### src/rtl/ctrl_pkg.sv
// Shared types for the control-decoder issue queue: opcode, control word,
// issue FSM state and the packed FIFO entry.
package ctrl_pkg;

  localparam int CTRL_W  = 26;
  localparam int OPC_W   = 7;
  localparam int ENTRY_W = CTRL_W + OPC_W;

  typedef logic [CTRL_W-1:0] ctrl_word_t;
  typedef logic [OPC_W-1:0]  opcode_t;

  typedef enum logic {
    RUN   = 1'b0,
    STALL = 1'b1
  } issue_state_e;

  typedef struct packed {
    opcode_t    opcode;
    ctrl_word_t ctrl;
  } issue_entry_t;

endpackage

### src/rtl/ctrl_fifo_mem.sv
// Storage array for the issue queue: one synchronous write port and one
// asynchronous read port so the head entry is visible without a read cycle.
module ctrl_fifo_mem
  import ctrl_pkg::*;
#(
  parameter int DEPTH = 4,
  parameter int WIDTH = ENTRY_W,
  localparam int AW   = $clog2(DEPTH)
) (
  input  logic             clk,
  input  logic             we,
  input  logic [AW-1:0]    waddr,
  input  logic [WIDTH-1:0] wdata,
  input  logic [AW-1:0]    raddr,
  output logic [WIDTH-1:0] rdata
);

  logic [WIDTH-1:0] mem [DEPTH];

  always_ff @(posedge clk) begin
    if (we) begin
      mem[waddr] <= wdata;
    end
  end

  assign rdata = mem[raddr];

endmodule

### src/rtl/ctrl_issue_queue.sv
// Buffers decoded {opcode, control word} pairs and issues them to execute,
// holding off issue for MC_CYCLES after a multi-cycle op. Optional perf
// counters are built when CTRL_ISSUE_PERF_EN is defined.
module ctrl_issue_queue
  import ctrl_pkg::*;
#(
  parameter int DEPTH     = 4,
  parameter int MC_BIT    = 4,
  parameter int MC_CYCLES = 3,
  parameter int CHK_BIT   = 23,
  localparam int AW       = $clog2(DEPTH),
  localparam int CNT_W    = AW + 1
) (
  input  logic             clk,
  input  logic             rst_n,
  input  logic             in_valid,
  output logic             in_ready,
  input  opcode_t          in_opcode,
  input  ctrl_word_t       in_ctrl,
  output logic             out_valid,
  input  logic             out_ready,
  output opcode_t          out_opcode,
  output ctrl_word_t       out_ctrl,
  input  logic             flush,
  output logic [CNT_W-1:0] count,
  output logic             decode_err
`ifdef CTRL_ISSUE_PERF_EN
  ,
  output logic [31:0]      perf_issued,
  output logic [31:0]      perf_stall
`endif
);

  localparam logic [CNT_W-1:0] FULL_CNT = CNT_W'(DEPTH);
  localparam logic [3:0]       MC_LOAD  = 4'(MC_CYCLES);

  issue_state_e     state_q, state_d;
  logic [3:0]       stall_cnt_q, stall_cnt_d;
  logic [AW-1:0]    wr_ptr_q, rd_ptr_q;
  logic [CNT_W-1:0] count_q, count_d;
  logic             in_ready_q;
  logic             decode_err_q;
  logic             not_empty;
  logic             enq;
  logic             deq;
  issue_entry_t     wr_entry;
  issue_entry_t     head;

  assign not_empty = (count_q != '0);
  assign enq       = in_valid && in_ready_q && !flush;
  assign deq       = out_valid && out_ready && !flush;

  assign in_ready   = in_ready_q;
  assign out_valid  = not_empty && (state_q == RUN);
  // Head data is masked while empty so idle/reset outputs read as zero.
  assign out_opcode = not_empty ? head.opcode : '0;
  assign out_ctrl   = not_empty ? head.ctrl   : '0;
  assign count      = count_q;
  assign decode_err = decode_err_q;

  assign wr_entry.opcode = in_opcode;
  assign wr_entry.ctrl   = in_ctrl;

  ctrl_fifo_mem #(
    .DEPTH (DEPTH),
    .WIDTH (ENTRY_W)
  ) u_mem (
    .clk   (clk),
    .we    (enq),
    .waddr (wr_ptr_q),
    .wdata (wr_entry),
    .raddr (rd_ptr_q),
    .rdata (head)
  );

  always_comb begin
    count_d = count_q;
    if (flush) begin
      count_d = '0;
    end else if (enq && !deq) begin
      count_d = count_q + CNT_W'(1);
    end else if (!enq && deq) begin
      count_d = count_q - CNT_W'(1);
    end
  end

  // in_ready is registered, so a full queue refuses input for the whole
  // cycle even if the head drains on the same edge.
  always_ff @(posedge clk or negedge rst_n) begin
    if (!rst_n) begin
      wr_ptr_q     <= '0;
      rd_ptr_q     <= '0;
      count_q      <= '0;
      in_ready_q   <= 1'b1;
      decode_err_q <= 1'b0;
    end else begin
      count_q    <= count_d;
      in_ready_q <= (count_d != FULL_CNT);
      if (flush) begin
        wr_ptr_q <= '0;
        rd_ptr_q <= '0;
      end else begin
        if (enq) wr_ptr_q <= wr_ptr_q + AW'(1);
        if (deq) rd_ptr_q <= rd_ptr_q + AW'(1);
      end
      if (enq && !in_ctrl[CHK_BIT]) begin
        decode_err_q <= 1'b1;
      end
    end
  end

  always_comb begin
    state_d     = state_q;
    stall_cnt_d = stall_cnt_q;
    if (flush) begin
      state_d     = RUN;
      stall_cnt_d = '0;
    end else begin
      case (state_q)
        RUN: begin
          if (deq && out_ctrl[MC_BIT]) begin
            state_d     = STALL;
            stall_cnt_d = MC_LOAD;
          end
        end
        STALL: begin
          if (stall_cnt_q <= 4'd1) begin
            state_d     = RUN;
            stall_cnt_d = '0;
          end else begin
            stall_cnt_d = stall_cnt_q - 4'd1;
          end
        end
        default: begin
          state_d     = RUN;
          stall_cnt_d = '0;
        end
      endcase
    end
  end

  always_ff @(posedge clk or negedge rst_n) begin
    if (!rst_n) begin
      state_q     <= RUN;
      stall_cnt_q <= '0;
    end else begin
      state_q     <= state_d;
      stall_cnt_q <= stall_cnt_d;
    end
  end

`ifdef CTRL_ISSUE_PERF_EN
  logic stall_evt;

  assign stall_evt = (state_q == STALL) || (not_empty && !out_ready);

  always_ff @(posedge clk or negedge rst_n) begin
    if (!rst_n) begin
      perf_issued <= '0;
      perf_stall  <= '0;
    end else begin
      if (deq && (perf_issued != 32'hFFFF_FFFF)) begin
        perf_issued <= perf_issued + 32'd1;
      end
      if (stall_evt && (perf_stall != 32'hFFFF_FFFF)) begin
        perf_stall <= perf_stall + 32'd1;
      end
    end
  end
`endif

endmodule

### config.mk
export PLATFORM = sky130hd
export DESIGN_NAME = ctrl_issue_queue
export DESIGN_NICKNAME = d
export VERILOG_FILES = /design/src/rtl/ctrl_pkg.sv /design/src/rtl/ctrl_fifo_mem.sv /design/src/rtl/ctrl_issue_queue.sv
export SDC_FILE = /design/constraint.sdc
export NUM_CORES = 1
export LEC_CHECK = 0
export BUFFER_PORTS_ARGS = -buffer_cell sky130_fd_sc_hd__buf_2
export CORE_MARGIN = 3
export CORE_UTILIZATION = 48
export DETAILED_ROUTE_END_ITERATION = 12
export PLACE_DENSITY = 0.68
export SYNTH_ARGS = -nofsm -noshare
export SYNTH_HDL_FRONTEND = slang
export SYNTH_SLANG_ARGS = --single-unit
### constraint.sdc
create_clock -name clk -period 3.7 [get_ports clk]
set_clock_uncertainty 0.15 [all_clocks]
set_input_delay 0.555 -clock clk [delete_from_list [all_inputs] [get_ports clk]]
set_output_delay 0.555 -clock clk [all_outputs]
set_load 0.02 [all_outputs]
---- After elaboration in Yosys (flattened, before gate mapping) ----
Memory sizes are Yosys's and may differ from the RTL's.
Cells that the tools add are included.
word-level totals
  bits in registers ....................... 14
  memory bits (writable) .................. 132
  input bits .............................. 38
  logic and storage cells ................. 52
  memories kept ........................... 1
memories
  name       words  bits a word  read ports  clocked after memory_dff  write ports  RTL line             source
  u_mem.mem  4      33           1           0                         1            ctrl_fifo_mem.sv:18  logic [WIDTH-1:0] mem [DEPTH];
operators by class
  add/sub/neg operators ................... 5
  $lt $le $gt $ge ......................... 1
  equality and inequality tests ........... 2
  multiplexer cells ....................... 19
  bitwise logic cells ..................... 1
  reductions and logical operators ........ 16
operators with widths
  operator                                             count
  2-to-1 mux 26 bit                                    1
  2-to-1 mux 4 bit                                     3
  logical AND 1 bit                                    9
  2-to-1 mux 3 bit                                     3
  2-to-1 mux 2 bit                                     4
  one-hot mux 4 bit (2 select lines)                   1
  2-to-1 mux 7 bit                                     1
  2-to-1 mux 1 bit                                     5
  adder 2 x 1 -> 2 bit, second input constant          2
  <= comparator 4 x 1 -> 1 bit, second input constant  1
  logical NOT 1 bit                                    4
  nonzero test 2 bit                                   2
  subtractor 4 x 1 -> 4 bit, second input constant     1
  adder 3 x 1 -> 3 bit, second input constant          1
  != test 3 x 2 -> 1 bit, second input constant        1
  != test 3 bit, second input constant                 1
  nonzero test 3 bit                                   1
  subtractor 3 x 1 -> 3 bit, second input constant     1
  one-hot mux 1 bit (2 select lines)                   1
  NOT 1 bit                                            1

---- Depth between registers and ports, before layout ----
  depth in word-level cells ............... 9
  gate-level depth with buffers ........... 8
  depth with buffers taken out ............ 7

---- Cells and area by module ----
A second synthesis with hierarchy kept.
second synthesis, totals
  cells, all modules ...................... 301
  area, all modules ....................... 5879.4 um^2
by module, submodules not included
  module            times used  cells each  area each (um^2)
  ctrl_fifo_mem     1           177         4839.6
  ctrl_issue_queue  1           124         1039.7

---- Worst setup path after synthesis ----
OpenSTA, ideal clock, no wires.
  kind .................................... register to register
  start ................................... register in_ready_q (netlist: in_ready)
  end ..................................... memory u_mem.mem[0][0] in the netlist's numbering (enable)
  data arrival time ....................... 1.798 ns
  slack ................................... 1.359 ns
  stages on the path, launching flop included .. 4
  path buffers ............................ 0
  clock period less this slack ............ 2.341 ns
  cells stage by stage .................... dfstp_2 nand2_1 nor2_1 and2_1
on the way
  longest elaborated chain between the ends .. 4
ends and longest elaborated chain
  what                                    RTL line                source
  start: declaration                      ctrl_issue_queue.sv:41  logic in_ready_q;
  start signal: assignment                ctrl_issue_queue.sv:98  in_ready_q <= (count_d != FULL_CNT);
  logical AND 1 bit (2 in a row)          ctrl_issue_queue.sv:50  assign enq = in_valid && in_ready_q && !flush;
  2-to-1 mux 1 bit                        ctrl_fifo_mem.sv:21     if (we) begin
  2-to-1 mux 1 bit (implied by the code)  ctrl_fifo_mem.sv:22     mem[waddr] <= wdata;
  end: declaration                        ctrl_fifo_mem.sv:18
No other way between the ends.

---- Worst setup path in the final report ----
  start ................................... register count_q[1] (netlist: count[1])
  end ..................................... output out_ctrl[4]
on the way
  longest elaborated chain between the ends .. 2
ends and longest elaborated chain
  what                      RTL line                source
  start: declaration        ctrl_issue_queue.sv:40  logic [CNT_W-1:0] count_q, count_d;
  start signal: assignment  ctrl_issue_queue.sv:97  count_q <= count_d;
  nonzero test 3 bit        ctrl_issue_queue.sv:49  assign not_empty = (count_q != '0);
  2-to-1 mux 26 bit         ctrl_issue_queue.sv:57  assign out_ctrl = not_empty ? head.ctrl : '0;
  end: declaration          ctrl_issue_queue.sv:23  output ctrl_word_t out_ctrl,
No other way between the ends.

==> metrics <==
fraction of the mapped netlist area in simple logic gates 6.14%; fin util 59.4%; Via density 5.38; fraction of layout instances using a drive strength above 1 37.7%; first-pass GRT wire length 16000 um; Critical Path Source count[1]$_DFF_PN0_; Worst Setup Path Type reg -> out; count leader, synth edfxtp_1; largest net degree at the start of global routing 35; # DRC 0; Die Wd 116 um; #FFs+latches synth 146; critical path arrival 2.23 ns; status completed; Power Density 737 nW/um^2; Max Slew Vio Count 0; Area Overhead vs Synth 19.1%; Synth Warn # 0; antenna violations before repair 2; R2R cell count 7; Compound-Gate Fraction of Synth Area 1.62%; CTS clk-pin slew, worst paths 0.05 ns; fill count 867; slew margin rel. 36.3%; Synth async-reset ratio 9.59%; main combinational cell family by area after synthesis multiplexers; Sw Pwr 1.54 mW; Hold Path Class in -> reg; Routed wire per std cell 19.1 um; Clk Latency, worst-skew pair 0.41 ns; Setup Buffers After CTS 0; # port buffers 76; Post-Syn Area 5790 um^2; Detail Placement HPWL 6020 um; Remaining Overflow, GRT 0; Num CTS Buffers 17; Final min period 2.93 ns; routability cong. 0.722; ranking of synthesized cells by area edfxtp_1, mux4_2, dfrtp_1; pre-CTS setup slack 1.15 ns; final hold violations 0; Clock Sinks 146; combinational share of power 28.6%; Final period util 79.2%; Syn Area/Cell 19.8 um^2; switch share 30.3%; Cell Rows 39; htree depth 4; MaxCap Viol Count 0; hold-fix buffer count after cts 1; ys flop type edfxtp_1; hold path depth 1; Post-synth top cells edfxtp_1, mux4_2, nor2b_1; Layout Cells excl Fill 533; vias in the first global route 3096; multi-input logic area 1400 um^2; die area 13400 um^2; Clock Power Share 31.4%; Synth area leader edfxtp_1; Pre-antenna DRT Iters 4; fin worst setup slack 0.768 ns; initial core utilization 49.9%; Req. time, crit path 2.99 ns; RSZ-0062 raised after global routing no; launch point of the worst reg-to-reg path count[1]$_DFF_PN0_; final setup fails 0; # diodes 0; mux contribution to synthesized area 13.0%; post-synthesis cell count 293; Mapped Nets 340; Boundary Pins 77; post-synthesis adder-cell area fraction 2.14%; VDD IR max 0.532 mV; post-CTS sizing 0; Nets 425; Core ar. 11600 um^2; Lkg Pwr 2.46 nW; drt total wl 10200 um; number of synthesized flops with an enable pin 132; Seq/Total Area, Yosys 74.5%; Synth Area in XOR/XNOR 1.06%; crit end category primary output; HP Start in_opcode[3]; dpl cells 501; CTS max path bufs 2; CTS tree yes; Fmax 341 MHz; post-synth top area share 68.5%; critical path launch point type flip-flop; via count 2865; die height 116 um; Int Pwr 3.54 mW; Setup TNS 0 ns; Synth cell types 33; DR iter-0 viols 194; Seq. cell area 4320 um^2; Sequential Power Share 40.1%; worst-margin pin slew 0.955 ns; Final ANT Viol Nets 0; Root Driver clkbuf_16; CP max FO 20; total track usage 16.7%
-- final timing paths --
check | end | slack (ns)
worst max-delay path | out_ctrl[4] | 0.77
worst min-delay path | u_mem.mem[2][29]$_DFFE_PP_ | 0.21
worst max register to register | in_ready$_DFF_PN1_ | 1.21
worst min register to register | decode_err$_DFFE_PN0P_ | 0.33
max in group asynchronous | in_ready$_DFF_PN1_ | 2.68
min in group asynchronous | stall_cnt_q[2]$_DFFE_PN0P_ | 0.42
-- layer usage --
layer	GRT usage, %	vias to the layer above	routed length (um)	share of wire [%]
met2	28.3	81	5290	52
met4	5.41	4	85	0.83
met3	6.79	10	730	7.2
li1	-	1317	-	-
met5	0	-	21	0.21
met1	19.4	1453	4060	40
-- worst max-delay path, stage by stage, from the launching register on --
cell	delay, ns
dfrtp_1	0.41
inv_1	0.11
ha_1	0.15
nor2b_4	0.44
buf_4	0.37
nor2b_1	0.14
buf_2	0.18
-- registers in the layout, indices dropped and copies added (netlist names) --
register,flops
decode_err,1
wr_ptr_q,2
stall_cnt_q,4
rd_ptr_q,2
in_ready,1
state_q,1
count,3
u_mem.mem,132
-- kinds of logic after synthesis --
kind of cell | count (synthesis)
mux | 34
compound gates | 13
fa+ha+maj | 10
flops | 146
buf+inv | 21
xor+xnor | 7
simple gates | 62
-- stage by stage --
| stage | cell area (um^2) | total power [mW] | hold WS (ns) |
|---|---|---|---|
| finish | 6900 | 5.08 | 0.210 |
| CTS | 6900 | 5.15 | 0.190 |
| global route | 6900 | 5.33 | 0.193 |
| floorplan | 5790 | 3.08 | 0.109 |
| detailed placement | 6330 | 3.55 | 0.310 |
| global placement | 6330 | 3.53 | 0.295 |
-- cells in the final DEF (no fill, tap or decap), types with 2 or more instances in the layout --
cell type	instances
nand2b_1	3
nor2b_1	33
mux4_2	33
edfxtp_1	132
o311ai_1	2
xnor2_1	6
bufinv_16	2
nor2_1	10
dfrtp_1	11
dfrtp_2	2
clkbuf_16	17
nand2_1	5
and2_2	4
buf_2	76
clkinvlp_4	3
ha_1	9
o21ai_0	3
inv_1	8
clkbuf_1	5
nand3_1	2
a21oi_1	2
-- layout make-up --
class	instances	share of cell area [%]
Tap cell	143	2.59
Sequential cell	146	62.6
Inverter	8	0.435
Clock inverter	9	1.58
Clock buffer	22	6.44
Multi-Input combinational cell	126	20.3
Timing Repair Buffer	79	6.06
-- power by group through the flow --
stage	combinational, mW	clock (mW)	sequential (mW)
after CTS	1.49	1.62	2.04
after global routing	1.58	1.70	2.06
after global placement	1.46	0	2.07
final	1.45	1.59	2.04
after detailed placement	1.48	0	2.07
after floorplan	1.07	0	2.01
Power figures use the tool's default switching activity.
